--- src/rtl/fpm_pkg.sv ---
// fpm_pkg: single-precision field widths and word type shared by the multiplier arbiter.
package fpm_pkg;
  localparam int P_W = 32;
  localparam int E_W = 8;
  localparam int M_W = 23;
  localparam logic [E_W-1:0] BIAS = 8'd127;
  typedef logic [P_W-1:0] fp32_t;
endpackage

--- src/rtl/fpm_share_arb_if.sv ---
// fpm_share_arb_if: requester operand ports and product response port of the shared multiplier.
interface fpm_share_arb_if
  import fpm_pkg::*;
#(
  parameter int N   = 4,
  parameter int P   = P_W,
  parameter int IDW = $clog2(N)
);
  logic [N-1:0]   req_valid;
  logic [N*P-1:0] req_a;
  logic [N*P-1:0] req_b;
  logic [N-1:0]   req_ready;
  logic           rsp_valid;
  logic           rsp_ready;
  logic [IDW-1:0] rsp_id;
  logic [P-1:0]   rsp_prod;
  modport master (
    output req_valid, req_a, req_b, rsp_ready,
    input  req_ready, rsp_valid, rsp_id, rsp_prod
  );
  modport slave (
    input  req_valid, req_a, req_b, rsp_ready,
    output req_ready, rsp_valid, rsp_id, rsp_prod
  );
endinterface

--- src/rtl/rr_arb.sv ---
// rr_arb: round-robin arbiter; scans from r_ptr and moves the pointer past each issued grant.
module rr_arb
  import fpm_pkg::*;
#(
  parameter int N   = 4,
  parameter int IDW = $clog2(N)
) (
  input  logic           clk,
  input  logic           rst,
  input  logic [N-1:0]   req,
  input  logic           advance,
  output logic [N-1:0]   grant,
  output logic [IDW-1:0] grant_idx,
  output logic           any_grant
);
  logic [IDW-1:0] r_ptr;
  logic [IDW:0]   w_pos;
  // Scan highest offset first so the nearest requester at or after r_ptr wins last.
  always_comb begin
    grant_idx = '0;
    any_grant = 1'b0;
    w_pos     = '0;
    for (int k = N - 1; k >= 0; k--) begin
      w_pos = {1'b0, r_ptr} + (IDW+1)'(k);
      w_pos = (w_pos >= (IDW+1)'(N)) ? w_pos - (IDW+1)'(N) : w_pos;
      if (req[w_pos[IDW-1:0]]) begin
        grant_idx = w_pos[IDW-1:0];
        any_grant = 1'b1;
      end
    end
  end
  assign grant = any_grant ? (N'(1) << grant_idx) : '0;
  always_ff @(posedge clk) begin
    if (rst) r_ptr <= '0;
    else if (advance && any_grant) r_ptr <= (grant_idx == IDW'(N - 1)) ? '0 : grant_idx + IDW'(1);
  end
endmodule

--- src/rtl/fpm_share_arb.sv ---
// fpm_share_arb: round-robin sharing of one combinational fp32 multiplier through a two-stage
// operand/product pipeline; products return in issue order tagged with the requester index.
module fpm_share_arb
  import fpm_pkg::*;
#(
  parameter int N   = 4,
  parameter int P   = P_W,
  parameter int IDW = $clog2(N)
) (
  input  logic            clk,
  input  logic            rst,
  fpm_share_arb_if.slave  bus,
  output logic [P-1:0]    mul_a,
  output logic [P-1:0]    mul_b,
  input  logic [P-1:0]    mul_p,
  output logic            busy
);
  logic           r_s1_v, r_s2_v;
  logic [IDW-1:0] r_s1_id, r_rsp_id;
  logic [P-1:0]   r_mul_a, r_mul_b, r_prod;
  logic           w_adv1, w_adv2, w_any;
  logic [N-1:0]   w_grant;
  logic [IDW-1:0] w_g;
  assign w_adv2 = ~r_s2_v | bus.rsp_ready;
  assign w_adv1 = ~r_s1_v | w_adv2;
  rr_arb #(.N(N), .IDW(IDW)) u_arb (
    .clk       (clk),
    .rst       (rst),
    .req       (bus.req_valid),
    .advance   (w_adv1),
    .grant     (w_grant),
    .grant_idx (w_g),
    .any_grant (w_any)
  );
  assign bus.req_ready = w_grant & {N{w_adv1 & w_any}};
  // Operand registers only load on a grant so the multiplier never sees stale-bus garbage.
  always_ff @(posedge clk) begin
    if (rst) begin
      r_s1_v   <= 1'b0;
      r_s2_v   <= 1'b0;
      r_mul_a  <= '0;
      r_mul_b  <= '0;
      r_s1_id  <= '0;
      r_prod   <= '0;
      r_rsp_id <= '0;
    end else begin
      if (w_adv2) begin
        r_s2_v <= r_s1_v;
        if (r_s1_v) begin
          r_prod   <= mul_p;
          r_rsp_id <= r_s1_id;
        end
      end
      if (w_adv1) begin
        r_s1_v <= w_any;
        if (w_any) begin
          r_mul_a <= bus.req_a[w_g*P +: P];
          r_mul_b <= bus.req_b[w_g*P +: P];
          r_s1_id <= w_g;
        end
      end
    end
  end
  assign mul_a         = r_mul_a;
  assign mul_b         = r_mul_b;
  assign bus.rsp_valid = r_s2_v;
  assign bus.rsp_prod  = r_prod;
  assign bus.rsp_id    = r_rsp_id;
  assign busy          = r_s1_v | r_s2_v;
endmodule

--- src/flat_wrapper.sv ---
// flat-port wrapper written by rule: the top's interface ports become plain ports
module fpm_share_arb_flat import fpm_pkg::*;
#(
  parameter int N   = 4,
  parameter int P   = P_W,
  parameter int IDW = $clog2(N)
)
  (clk, rst, mul_a, mul_b, mul_p, busy, bus_req_valid, bus_req_a, bus_req_b, bus_rsp_ready, bus_req_ready, bus_rsp_valid, bus_rsp_id, bus_rsp_prod);
  fpm_share_arb_if #(.N(N), .P(P), .IDW(IDW)) bus_i ();
  input  logic clk;
  input  logic rst;
  output logic [P-1:0] mul_a;
  output logic [P-1:0] mul_b;
  input  logic [P-1:0] mul_p;
  output logic busy;
  input wire logic [$bits(bus_i.req_valid)-1:0] bus_req_valid;
  input wire logic [$bits(bus_i.req_a)-1:0] bus_req_a;
  input wire logic [$bits(bus_i.req_b)-1:0] bus_req_b;
  input wire logic [$bits(bus_i.rsp_ready)-1:0] bus_rsp_ready;
  output wire logic [$bits(bus_i.req_ready)-1:0] bus_req_ready;
  output wire logic [$bits(bus_i.rsp_valid)-1:0] bus_rsp_valid;
  output wire logic [$bits(bus_i.rsp_id)-1:0] bus_rsp_id;
  output wire logic [$bits(bus_i.rsp_prod)-1:0] bus_rsp_prod;
  assign bus_i.req_valid = bus_req_valid;
  assign bus_i.req_a = bus_req_a;
  assign bus_i.req_b = bus_req_b;
  assign bus_i.rsp_ready = bus_rsp_ready;
  assign bus_req_ready = bus_i.req_ready;
  assign bus_rsp_valid = bus_i.rsp_valid;
  assign bus_rsp_id = bus_i.rsp_id;
  assign bus_rsp_prod = bus_i.rsp_prod;
  fpm_share_arb #(.N(N), .P(P), .IDW(IDW)) u_core (.clk(clk), .rst(rst), .bus(bus_i), .mul_a(mul_a), .mul_b(mul_b), .mul_p(mul_p), .busy(busy));
endmodule
--- config.mk ---
export PLATFORM = sky130hd
export DESIGN_NAME = fpm_share_arb_flat
export DESIGN_NICKNAME = d
export VERILOG_FILES = /design/src/rtl/fpm_pkg.sv /design/src/rtl/fpm_share_arb_if.sv /design/src/rtl/rr_arb.sv /design/src/rtl/fpm_share_arb.sv /design/src/flat_wrapper.sv
export SDC_FILE = /design/constraint.sdc
export NUM_CORES = 1
export LEC_CHECK = 0
export CORE_AREA = 2 2 154 156
export DETAILED_ROUTE_END_ITERATION = 8
export DIE_AREA = 0 0 156 158
export GPL_ROUTABILITY_DRIVEN = 1
export PLACE_DENSITY = 0.63
export SYNTH_ARGS = -nofsm -noshare
export SYNTH_HDL_FRONTEND = slang
export SYNTH_SLANG_ARGS = --single-unit
export TNS_END_PERCENT = 20
--- constraint.sdc ---
create_clock -name clk -period 1.7 [get_ports clk]
set_input_delay 0.17 -clock clk [delete_from_list [all_inputs] [get_ports clk]]
set_output_delay 0.17 -clock clk [all_outputs]
set_load 0.005 [all_outputs]
==> reports/qor.yml <==
syn_area_per_cell_sq_um: 9.50
reg2reg_slack_ns: -0.13
clock_path_buffers: 2
cp.depth: 7
vdd_drop_max_mv: 0.464
drive_gt1_frac: 0.148
hold_viol_final: 0
dieArea_sq_mm: 0.0246
synth_nets: 848
cts_buffers: 9
netlist_instances: 552
fp.dieH_microns: 158
synth-edff-count: 0
p_per_area_mw_per_mm2: 852
seq_power_share: 0.323
synth_top_area_share: 0.397
syn-cell-area_sq_mm: 0.00524
swShare: 0.304
start_util: 0.227
seq_area_frac_synth: 0.397
finalCriticalPeriod_ns: 1.87
violations: "setup timing"
fin_cells: 1277
mostFrequentLayoutCells: "clkdlybuf4s50_1 (390), nand2_1 (138), mux2i_1 (105)"
synth_seq_cells: 104
synthFlopType: "dfxtp_1"
synth_warnings: 0
cts_root_buf: "clkbuf_16"
placed_cells: 1231
rows: 56
numPortBuffers: 398
required_ns: 1.53
cp_slowest_cell: "dfxtp_2"
status: "finished with violations"
clock_skew_ns: 0.0149
grt_max_degree: 36
p_leak_nw: 4.12
clk_latency_ns: 0.35
layout.nets: 1277
ys_async_sr_fraction: 0
cpMostUsedCell: "buf_6"
start_kind: "flop"
vias: 5840
maxSlewViolCount: 0
ctsHoldBuffers: 0
core_area_sq_mm: 0.0231
cp_top_family: "simple AND/OR/NAND/NOR gates"
worst_slack_ns: -0.171
crit_arrival_ns: 1.70
maxCapViolCount: 0
clkSinkCount: 104
criticalPathCategory: "reg -> out"
clk_pin_slew_ns: 0.08
area_growth_pct: 109
rsz0062_at_grt: "true"
viasPerCell: 4.57
drt-initial-drc-count: 274
tightest_slew_ns: 0.377
max_freq_ghz: 0.534
synth_top_cell_by_area: "dfxtp_1"
final_common_cell: "clkdlybuf4s50_1"
wl_per_cell_microns: 18.9
r2r-end: "u_core.mul_a[18]$_SDFFE_PP0P_"
first_global_vias: 5831
grt_overflow: 0
path_cells: "nand2b_4, nor2b_4, o22a_4, buf_6, ha_4, and2_4, buf_6"
dr.pass1.iters: 4
worstHoldPathType: "in -> reg"
crit_buf_inv: 2
grt_pass1_wl_mm: 32.7
critPathMaxStageDelay_ns: 0.34
crit_start: "u_core.u_arb.r_ptr[0]$_SDFFE_PP0P_"
post-dp-hpwl_mm: 16.7
wl_mm: 24.1
ant_nets: 0
htree_levels: 3
max-slew-margin-rel: 0.748
setup_violations: 63
grt_usage: 0.174
antenna_found_initial: 1
ios: 399
worst-path-max-fanout: 3
synth.area.top_cells: "dfxtp_1 (40%), mux2i_1 (24%), o221ai_1 (11%)"
ys_types: 30
place_ws_ns: -0.582
r2r_start: "u_core.u_arb.r_ptr[1]$_SDFFE_PP0P_"
p_clk_frac: 0.234
power_switching_mw: 2.83
combPwrFrac: 0.444
cts_tree: "built"
reg2reg_depth: 8
critPathCapture: "bus_req_ready[3]"
fill_cells: 2187
dieWidth_microns: 156
intPower_mw: 6.48
drc_errors: 0
post-route-period-util: 1.10
place_congestion: 0.770
setup.worst_path.end_class: "primary output"
==> kinds of logic after synthesis <==
family,count (synthesis),synth area share
fa+ha+maj,1,0.00239
simple gates,159,0.123
flops,104,0.397
mux,128,0.244
compound gates,111,0.158
buf+inv,49,0.0756
==> cell type report <==
class	instances	area, sq um	area share
diodes	1	2.50	0.000229
clock buffers	9	225	0.0206
clock inverters	7	86.3	0.00789
inverters	2	7.51	0.000686
multi-input cells	399	3160	0.289
flip-flops and latches	104	2080	0.191
well taps	290	363	0.0332
repair buffers	465	5010	0.458
==> cells in the mapped netlist (2+ instances only) <==
cell type  count
o221ai_1      64
nand2b_1       4
buf_6          8
buf_12         7
nor2_1         6
nor2b_1        3
buf_2          4
dfxtp_1      104
nand2_1      139
clkbuf_4       6
clkbuf_1      21
inv_1          2
a21oi_1       40
mux2i_1      128
==> power by group through the flow <==
stage | clock, mW | sequential (mW) | combinational (mW)
after floorplan | 0 | 3.07 | 1.42
after global placement | 0 | 3.05 | 3.25
after detailed placement | 0 | 3.05 | 3.27
after CTS | 2.27 | 3.00 | 3.78
after global routing | 2.34 | 3.05 | 4.38
final | 2.18 | 3.00 | 4.13
==> flip-flops by register name (all words and copies together), names as in the netlist <==
register              cells
u_core.bus.rsp_prod      32
u_core.mul_b             32
u_core.u_arb.r_ptr        2
u_core.mul_a             32
u_core.r_s1_id            2
u_core.bus.rsp_id         2
u_core.r_s1_v             1
u_core.bus.rsp_valid      1
==> metrics by stage <==
stage | hold slack, ns | util | power (mW) | cell area (sq um) | TNS (ns)
6_report | 0.334 | 0.474 | 9.31 | 10900 | -2.37
3_5_place_dp | 0.445 | 0.419 | 6.32 | 9660 | -36.03
3_3_place_gp | 0.441 | 0.419 | 6.30 | 9660 | -30.20
5_1_grt | 0.326 | 0.474 | 9.77 | 10900 | -8.07
2_1_floorplan | 0.306 | - | 4.49 | 5240 | 0
4_1_cts | 0.310 | 0.456 | 9.05 | 10500 | -5.38
==> worst min path at each step <==
stage,start,end,cells past startpoint
detailed placement,u_core.mul_b[18]$_SDFFE_PP0P_,u_core.mul_b[18]$_SDFFE_PP0P_,2
floorplan,mul_p[0],u_core.bus.rsp_prod[0]$_SDFFE_PP0P_,2
global route,bus_req_valid[2],u_core.r_s1_v$_SDFFE_PP0P_,3
CTS,bus_req_valid[2],u_core.r_s1_v$_SDFFE_PP0P_,3
global placement,u_core.bus.rsp_prod[26]$_SDFFE_PP0P_,u_core.bus.rsp_prod[26]$_SDFFE_PP0P_,2
finish,bus_req_valid[2],u_core.r_s1_v$_SDFFE_PP0P_,3
==> tightest hold or removal path: stages <==
cell           delay, ns
dlygate4sd2_1       0.29
nor4_4              0.09
a21oi_1             0.11
==> layer usage <==
metal  track usage  up-vias  routed length [microns]
met5             0        -                        0
li1              -     2879                        -
met3        0.0539       20                     1890
met2         0.310      239                    12000
met4        0.0494        0                      322
met1         0.201     2702                     9860
==> what timing repair did <==
action	in CTS	in global routing
cloned	6	9
buffers inserted	11	3
pin swaps	4	17
setup endpoints to repair	69	68
gates resized for setup	77	46
Power figures use the tool's default switching activity.
